File: src/rtl/gf180mcu_ocd_io__pwr_pkg.sv
// Shared types and sizing helpers for the pad-ring power-up sequencer.
package gf180mcu_ocd_io__pwr_pkg;

    typedef enum logic [1:0] {
        PWR_OFF      = 2'd0,
        PWR_DEBOUNCE = 2'd1,
        PWR_ISO_REL  = 2'd2,
        PWR_RUN      = 2'd3
    } pwr_state_e;

    localparam int BOR_CNT_W = 8;

    // One spare bit above the largest terminal count so the shared counter never wraps.
    function automatic int cnt_width(input int deb_cycles, input int hold_cycles);
        int max_cycles;
        max_cycles = (deb_cycles > hold_cycles) ? deb_cycles : hold_cycles;
        return $clog2(max_cycles) + 1;
    endfunction

endpackage

File: src/rtl/gf180mcu_ocd_io__sync2.sv
// Two-flop synchronizer for an asynchronous supply-good flag.
module gf180mcu_ocd_io__sync2 (
    input  logic CLK,
    input  logic RST,
    input  logic d,
    output logic q
);

    logic meta_q;
    logic sync_q;

    always_ff @(posedge CLK) begin
        if (RST) begin
            meta_q <= 1'b0;
            sync_q <= 1'b0;
        end else begin
            meta_q <= d;
            sync_q <= meta_q;
        end
    end

    assign q = sync_q;

endmodule

File: src/rtl/gf180mcu_ocd_io__pwr_seq.sv
// Power-up sequencer: debounces VDD/DVDD good, then releases isolation, I/O enable and PORB in order.
// state    | meaning
// OFF      | rails not good, pads isolated, core in reset
// DEBOUNCE | both rails good, counting DEB_CYCLES before release
// ISO_REL  | isolation released, I/O enabled, PORB held for HOLD_CYCLES
// RUN      | fully powered, PORB released
module gf180mcu_ocd_io__pwr_seq
    import gf180mcu_ocd_io__pwr_pkg::*;
#(
    parameter int DEB_CYCLES  = 16,
    parameter int HOLD_CYCLES = 8
) (
    input  logic                 CLK,
    input  logic                 RST,
    input  logic                 VDD_OK,
    input  logic                 DVDD_OK,
    output logic                 ISO,
    output logic                 IO_EN,
    output logic                 PORB,
    output logic [1:0]           PWR_STATE,
    output logic                 BOR_PULSE,
    output logic [BOR_CNT_W-1:0] BOR_CNT
);

    localparam int CNT_W = cnt_width(DEB_CYCLES, HOLD_CYCLES);
    localparam logic [CNT_W-1:0] DEB_LAST  = CNT_W'(DEB_CYCLES - 1);
    localparam logic [CNT_W-1:0] HOLD_LAST = CNT_W'(HOLD_CYCLES - 1);

    logic vdd_sync;
    logic dvdd_sync;
    logic good;

    pwr_state_e           state_q,     state_d;
    logic [CNT_W-1:0]     cnt_q,       cnt_d;
    logic                 iso_q,       iso_d;
    logic                 io_en_q,     io_en_d;
    logic                 porb_q,      porb_d;
    logic                 bor_pulse_q, bor_pulse_d;
    logic [BOR_CNT_W-1:0] bor_cnt_q,   bor_cnt_d;

    gf180mcu_ocd_io__sync2 u_sync_vdd (
        .CLK (CLK),
        .RST (RST),
        .d   (VDD_OK),
        .q   (vdd_sync)
    );

    gf180mcu_ocd_io__sync2 u_sync_dvdd (
        .CLK (CLK),
        .RST (RST),
        .d   (DVDD_OK),
        .q   (dvdd_sync)
    );

    assign good = vdd_sync & dvdd_sync;

    always_comb begin
        state_d     = state_q;
        cnt_d       = cnt_q;
        bor_pulse_d = 1'b0;
        bor_cnt_d   = bor_cnt_q;

        // Supply loss takes priority over any terminal count in the same cycle.
        if (state_q != PWR_OFF && !good) begin
            state_d = PWR_OFF;
            cnt_d   = '0;
            if (state_q == PWR_ISO_REL || state_q == PWR_RUN) begin
                bor_pulse_d = 1'b1;
                if (bor_cnt_q != '1) begin
                    bor_cnt_d = bor_cnt_q + BOR_CNT_W'(1);
                end
            end
        end else begin
            case (state_q)
                PWR_OFF: begin
                    if (good) begin
                        state_d = PWR_DEBOUNCE;
                        cnt_d   = '0;
                    end
                end
                PWR_DEBOUNCE: begin
                    if (cnt_q == DEB_LAST) begin
                        state_d = PWR_ISO_REL;
                        cnt_d   = '0;
                    end else begin
                        cnt_d = cnt_q + CNT_W'(1);
                    end
                end
                PWR_ISO_REL: begin
                    if (cnt_q == HOLD_LAST) begin
                        state_d = PWR_RUN;
                        cnt_d   = '0;
                    end else begin
                        cnt_d = cnt_q + CNT_W'(1);
                    end
                end
                default: begin
                    state_d = state_q;
                end
            endcase
        end

        // Outputs follow the next state so they change on the same edge as the state register.
        iso_d   = (state_d == PWR_OFF) || (state_d == PWR_DEBOUNCE);
        io_en_d = !iso_d;
        porb_d  = (state_d == PWR_RUN);
    end

    always_ff @(posedge CLK) begin
        if (RST) begin
            state_q     <= PWR_OFF;
            cnt_q       <= '0;
            iso_q       <= 1'b1;
            io_en_q     <= 1'b0;
            porb_q      <= 1'b0;
            bor_pulse_q <= 1'b0;
            bor_cnt_q   <= '0;
        end else begin
            state_q     <= state_d;
            cnt_q       <= cnt_d;
            iso_q       <= iso_d;
            io_en_q     <= io_en_d;
            porb_q      <= porb_d;
            bor_pulse_q <= bor_pulse_d;
            bor_cnt_q   <= bor_cnt_d;
        end
    end

    assign ISO       = iso_q;
    assign IO_EN     = io_en_q;
    assign PORB      = porb_q;
    assign PWR_STATE = state_q;
    assign BOR_PULSE = bor_pulse_q;
    assign BOR_CNT   = bor_cnt_q;

endmodule
File: config.mk
export PLATFORM = sky130hd
export DESIGN_NAME = gf180mcu_ocd_io__pwr_seq
export DESIGN_NICKNAME = d
export VERILOG_FILES = /design/src/rtl/gf180mcu_ocd_io__pwr_pkg.sv /design/src/rtl/gf180mcu_ocd_io__sync2.sv /design/src/rtl/gf180mcu_ocd_io__pwr_seq.sv
export SDC_FILE = /design/constraint.sdc
export NUM_CORES = 1
export LEC_CHECK = 0
export ABC_CLOCK_PERIOD_IN_PS = 2150
export BUFFER_PORTS_ARGS = -buffer_cell sky130_fd_sc_hd__buf_2
export CAP_MARGIN = 20
export CORE_ASPECT_RATIO = 1.25
export CORE_MARGIN = 2
export CORE_UTILIZATION = 34
export DETAILED_ROUTE_END_ITERATION = 12
export GPL_TIMING_DRIVEN = 0
export SLEW_MARGIN = 15
export SYNTH_ARGS = -nofsm -noshare
export SYNTH_HDL_FRONTEND = slang
export SYNTH_SLANG_ARGS = --single-unit
File: constraint.sdc
create_clock -name CLK -period 2.15 [get_ports CLK]
set_input_delay 0.43 -clock CLK [delete_from_list [all_inputs] [get_ports CLK]]
set_output_delay 0.43 -clock CLK [all_outputs]
set_load 0.02 [all_outputs]
# After elaboration in Yosys (flattened, before gate mapping)
# Index checks and enable logic that the tools add are counted.
[totals]
ff_bits = 23
in_bits = 4
out_inout_bits = 14
word_cells = 47
[classes]
n_addsub = 2
n_eq_ne = 9
n_mux = 10
n_bitwise = 2
n_reduce_logical = 13
[ops]
columns = ["cell", "count"]
rows = [
  ["5-bit 2-to-1 mux", 3],
  ["5-bit case mux with 3 select lines", 1],
  ["8-bit by 1-bit adder with 8-bit output, second input constant", 1],
  ["2-bit 2-to-1 mux", 4],
  ["8-bit inequality test, second input constant", 1],
  ["2-bit equality test, second input constant", 3],
  ["2-bit case mux with 3 select lines", 1],
  ["5-bit by 1-bit adder with 5-bit output, second input constant", 1],
  ["5-bit by 3-bit equality test with 1-bit output, second input constant", 1],
  ["5-bit by 4-bit equality test with 1-bit output, second input constant", 1],
  ["2-bit by 1-bit equality test with 1-bit output, second input constant", 2],
  ["2-bit zero test", 2],
  ["2-bit OR reduction", 2],
  ["3-bit AND reduction", 1],
  ["3-bit nonzero test", 1],
  ["1-bit zero test", 2],
  ["1-bit logical OR", 2],
  ["2-bit inequality test, second input constant", 1],
  ["2-bit AND reduction", 1],
  ["2-bit nonzero test", 1],
  ["1-bit bitwise AND", 1],
  ["1-bit logical AND", 1],
  ["1-bit 2-to-1 mux", 1],
  ["1-bit NOT", 1],
]

# Logic depth before layout (Yosys ltp)
[logic_depth]
word_depth = 7
mapped_depth = 9
mapped_depth_nobuf = 9

# Hierarchy
# Synthesis repeated with hierarchy kept, for this count alone.
[hier_totals]
hier_cells = 122
hier_area_um2 = 1116.1
[modules_own_cells]
columns = ["module", "n_inst", "cells_each", "area_each_um2", "seq_area_each_um2"]
rows = [
  ["gf180mcu_ocd_io__pwr_seq", 1, 114, 1011.0, 380.4],
  ["gf180mcu_ocd_io__sync2", 2, 4, 52.6, 40.0],
]

# Worst setup path after synthesis
# Ideal clock, no wire load.
[synth_path]
path_kind = "flip-flop to flip-flop"
start = "reg state_q[1] (netlist: PWR_STATE[1])"
end = "reg cnt_q[2]"
arrival_time_ps = 1901
required_time_ps = 2076
setup_slack_ps = 175
stages_incl_launch_ff = 7
period_less_slack_ps = 1975
cell_sequence = "dfxtp_1 -> inv_1 -> ha_1 -> inv_2 -> mux2_4 -> or4b_1 -> a31oi_1"
[synth_between]
elab_chain_len = 3
[synth_lines]
columns = ["item", "line", "text"]
rows = [
  ["start, declared", "gf180mcu_ocd_io__pwr_seq.sv:33", "pwr_state_e state_q, state_d;"],
  ["start signal, assigned", "gf180mcu_ocd_io__pwr_seq.sv:119", "state_q <= state_d;"],
  ["2-bit equality test, or another cell as far along", "gf180mcu_ocd_io__pwr_seq.sv:74", "case (state_q)"],
  ["3-bit nonzero test (no source line), or another cell as far along", "--", ""],
  ["2-bit AND reduction (no source line) / 2-bit OR reduction (equally long branches)", "--", ""],
  ["end signal, assigned", "gf180mcu_ocd_io__pwr_seq.sv:120", "cnt_q <= cnt_d;"],
  ["end, declared", "gf180mcu_ocd_io__pwr_seq.sv:34", "logic [CNT_W-1:0] cnt_q, cnt_d;"],
]
# Parallel ways exist; a longest one is shown, timed or not.
# A chain may end at the register's enable or synchronous reset.

# Worst setup path in the final report
[layout_path]
start = "reg cnt_q[0]"
end = "reg cnt_q[0]"
[layout_between]
elab_chain_len = 3
[layout_lines]
columns = ["item", "line"]
rows = [
  ["5-bit by 1-bit adder with 5-bit output, or another cell as far along", "gf180mcu_ocd_io__pwr_seq.sv:86, gf180mcu_ocd_io__pwr_seq.sv:94"],
  ["5-bit 2-to-1 mux, on equally long branches", "gf180mcu_ocd_io__pwr_seq.sv:90, gf180mcu_ocd_io__pwr_seq.sv:82"],
  ["5-bit case mux with 3 select lines *", "gf180mcu_ocd_io__pwr_seq.sv:74"],
]
# Every way passes the cells marked *; elsewhere a longest branch is shown, timed or not.

==> results.py <==
metrics = {
    "synth": {
        "seq_area_frac_synth": 0.429,
        "synth_compound_area_frac": 0.169,
        "synth_edf_count": 0,
        "synth.avg_cell_area_sq_um": 9.09,
        "syn_area_sq_um": 1070,
        "synthMuxAreaShare": 0.0233,
        "synthAdderAreaFrac": 0.0933,
        "synth_warnings": 0,
        "synthArstFlopShare": 0,
        "ys_seq_elements": 23,
        "synthSimpleGateAreaFrac": 0.237,
        "ys.flop_type": "dfxtp_1",
        "netlist_instances": 118,
        "yosysUniqueCellTypes": 36,
        "synth_top_family_by_area": "simple AND/OR/NAND/NOR gates",
        "synth_xor_area_frac": 0.00817,
        "synthesis.nets": 130,
    },
    "finish": {
        "final_common_cell": "dfxtp_1",
        "nets": 152,
        "final_cell_mix": "dfxtp_1, buf_2, a21oi_1",
        "fillCellCount": 309,
        "area_growth_pct": 14.8,
        "layout-drive-gt1-share": 0.223,
        "n_antenna_cell": 0,
    },
    "floorplan": {
        "io_pins": 18,
        "die_w_um": 54.2,
        "rows": 22,
        "die_h_um": 66.8,
        "die_area_sq_um": 3620,
        "initial_core_util": 0.361,
        "core_sq_um": 2970,
    },
    "global_routing": {
        "grt_pass1_vias": 888,
        "grt_max_degree": 14,
        "grt-ovfl-total": 0,
        "grt_pass1_wl_mm": 3.58,
        "grtUsageTotal": 0.132,
        "antenna_found_initial": 0,
    },
    "clocking": {
        "clock_latency_ps": 310,
        "htreeDepth": 1,
        "clk_pin_slew_ps": 120,
        "tritoncts": "built",
        "clockBufferDepth": 2,
        "numCtsBuffers": 3,
        "cts_resized": 0,
        "cts.sink_count": 23,
        "root_buffer": "clkbuf_4",
        "ctsHoldBuffers": 0,
        "post_cts_buffers": 0,
    },
    "routing": {
        "routed_wirelength_mm": 2.13,
        "routed-wl-met2_mm": 1.04,
        "viasPerCell": 5.29,
        "num_vias": 925,
        "wl_per_cell_um": 12.2,
        "met1Wirelength_um": 973,
        "drtIter0Drc": 15,
        "met3_length_um": 99,
        "dr.pass1.iters": 4,
        "ant_nets": 0,
        "remaining_drc_errors": 0,
        "top_layer_used": "met4",
    },
    "setup_path": {
        "cp_cell_sequence": "ha_1, nand3_1, inv_1, ha_1, nor2b_1, o21bai_1, or4b_1, a21oi_1",
        "required_ps": 2400,
        "cp_slowest_cell": "or4b_1",
        "crit_path_max_incr_delay_ps": 470,
        "crit_top_cell": "ha_1",
        "cp-start-kind": "flop",
        "crit_fanout": 4,
        "critPathBufInv": 1,
        "path_class": "reg -> reg",
        "cp.arrival_ps": 2240,
        "ff2ff_path_depth": 8,
        "cp_num_cells": 8,
        "cp_top_family": "simple AND/OR/NAND/NOR gates",
        "end_kind": "flop",
    },
    "outcome": {
        "status": "complete, no violations",
    },
    "timing": {
        "fin_crit_sh": 0.928,
        "slew_headroom": 0.649,
        "finalHoldViolCount": 0,
        "rsz0062_at_grt": "no",
        "setup_viol": 0,
        "fin_crit_ps": 1990,
        "drv_slew": 0,
        "fin_tns_setup_ps": 0,
        "fin_worst_skew_ps": 11.2,
        "clock.fmax_mhz": 501,
        "final.setup.worst_slack_ps": 156,
        "tightest_slew_ps": 519,
    },
    "placement": {
        "place.gp.congestion": 0.742,
        "numPortBuffers": 17,
        "place_ws_ps": 169,
        "place_hpwl_mm": 1.59,
    },
    "min_path": {
        "hold_class": "in -> reg",
        "hold_depth": 2,
    },
    "flow_run": {
        "cap_violations": 0,
    },
    "power_and_ir_drop": {
        "ir_drop_v": 0.000272,
        "p_leak_uw": 0.000503,
        "power_density_nw_per_um2": 528,
    },
}
==> cell usage after synthesis (2+ instances only) <==
master,number,share of area
o21ai_0,5,0.023
nand2_1,6,0.021
nand4_1,2,0.012
nor3_1,2,0.0093
ha_1,8,0.093
a31oi_1,2,0.012
or3_1,3,0.018
a21oi_1,10,0.047
nor2b_1,5,0.029
or4_1,3,0.021
nor2_1,6,0.021
inv_1,8,0.028
a32oi_1,2,0.016
o31ai_1,3,0.021
and2_1,2,0.012
nand3_1,7,0.033
or4b_1,2,0.019
or2_2,2,0.012
dfxtp_1,23,0.43
==> per-layer routing <==
| layer | GRT usage | vias to the layer above |
|---|---|---|
| met3 | 0.0202 | 4 |
| met1 | 0.160 | 430 |
| met5 | 0 | - |
| met2 | 0.227 | 24 |
| met4 | 0.0500 | 0 |
| li1 | - | 467 |
==> report_power, final <==
| part | switching (uW) | leakage, uW | internal [uW] | total (uW) |
|---|---|---|---|---|
| combinational | 11.1 | 0.000299 | 7.35 | 18.4 |
| sequential | 2.13 | 0.000187 | 430 | 432 |
| clock | 130 | 0.0000177 | 69.4 | 200 |
| total | 143 | 0.000503 | 507 | 650 |
==> worst reg2reg max path: stages (launching register included) <==
cell and delay [ps]:
dfxtp_1 350, ha_1 230, nand3_1 110, inv_1 50, ha_1 190, nor2b_1 190
o21bai_1 220, or4b_1 480, a21oi_1 130
==> final timing paths <==
path	end	slack, ps	from
worst max-delay path	cnt_q[0]	160	cnt_q[0]
worst min-delay path	u_sync_dvdd.meta_q	330	DVDD_OK
worst max register to register	cnt_q[0]	160	cnt_q[0]
worst min register to register	u_sync_vdd.q	450	u_sync_vdd.meta_q
==> logic make-up (layout without fill, tap and decap cells) <==
| family | after synthesis | after routing |
|---|---|---|
| buffers and inverters | 11 | 32 |
| xor gates and xnor gates | 1 | 1 |
| AOI/OAI and AO/OA | 29 | 29 |
| adders and majority gates | 8 | 8 |
| muxes | 2 | 2 |
| DFF | 23 | 23 |
| and+or+nand+nor | 44 | 44 |
==> registers in the layout, summed over array words and instances, names as in the netlist <==
signal	flops
BOR_CNT	8
BOR_PULSE	1
IO_EN	1
ISO	1
PORB	1
PWR_STATE	2
cnt_q	5
u_sync_dvdd.meta_q	1
u_sync_dvdd.q	1
u_sync_vdd.meta_q	1
u_sync_vdd.q	1
==> through the flow <==
stage / util / hold slack, ps / power [uW] / instance area (sq um) / cells
final: 0.414 / 332 / 650 / 1230 / 175
after CTS: 0.414 / 318 / 659 / 1230 / 175
after global placement: 0.404 / 421 / 460 / 1200 / 171
after global routing: 0.414 / 313 / 679 / 1230 / 175
after detailed placement: 0.404 / 423 / 460 / 1200 / 171
after floorplan: - / 414 / 452 / 1070 / 118
==> cell type report <==
class	count	area, sq um	share of cell area
multi-input combinational	84	569	0.462
sequential	23	462	0.375
timing repair buffer	17	85.1	0.0691
tap	36	45.0	0.0366
inverter	9	33.8	0.0274
clock buffer	3	22.5	0.0183
buffer	2	8.76	0.00711
clock inverter	1	5.00	0.00407
(Power assumes the default switching activity.)
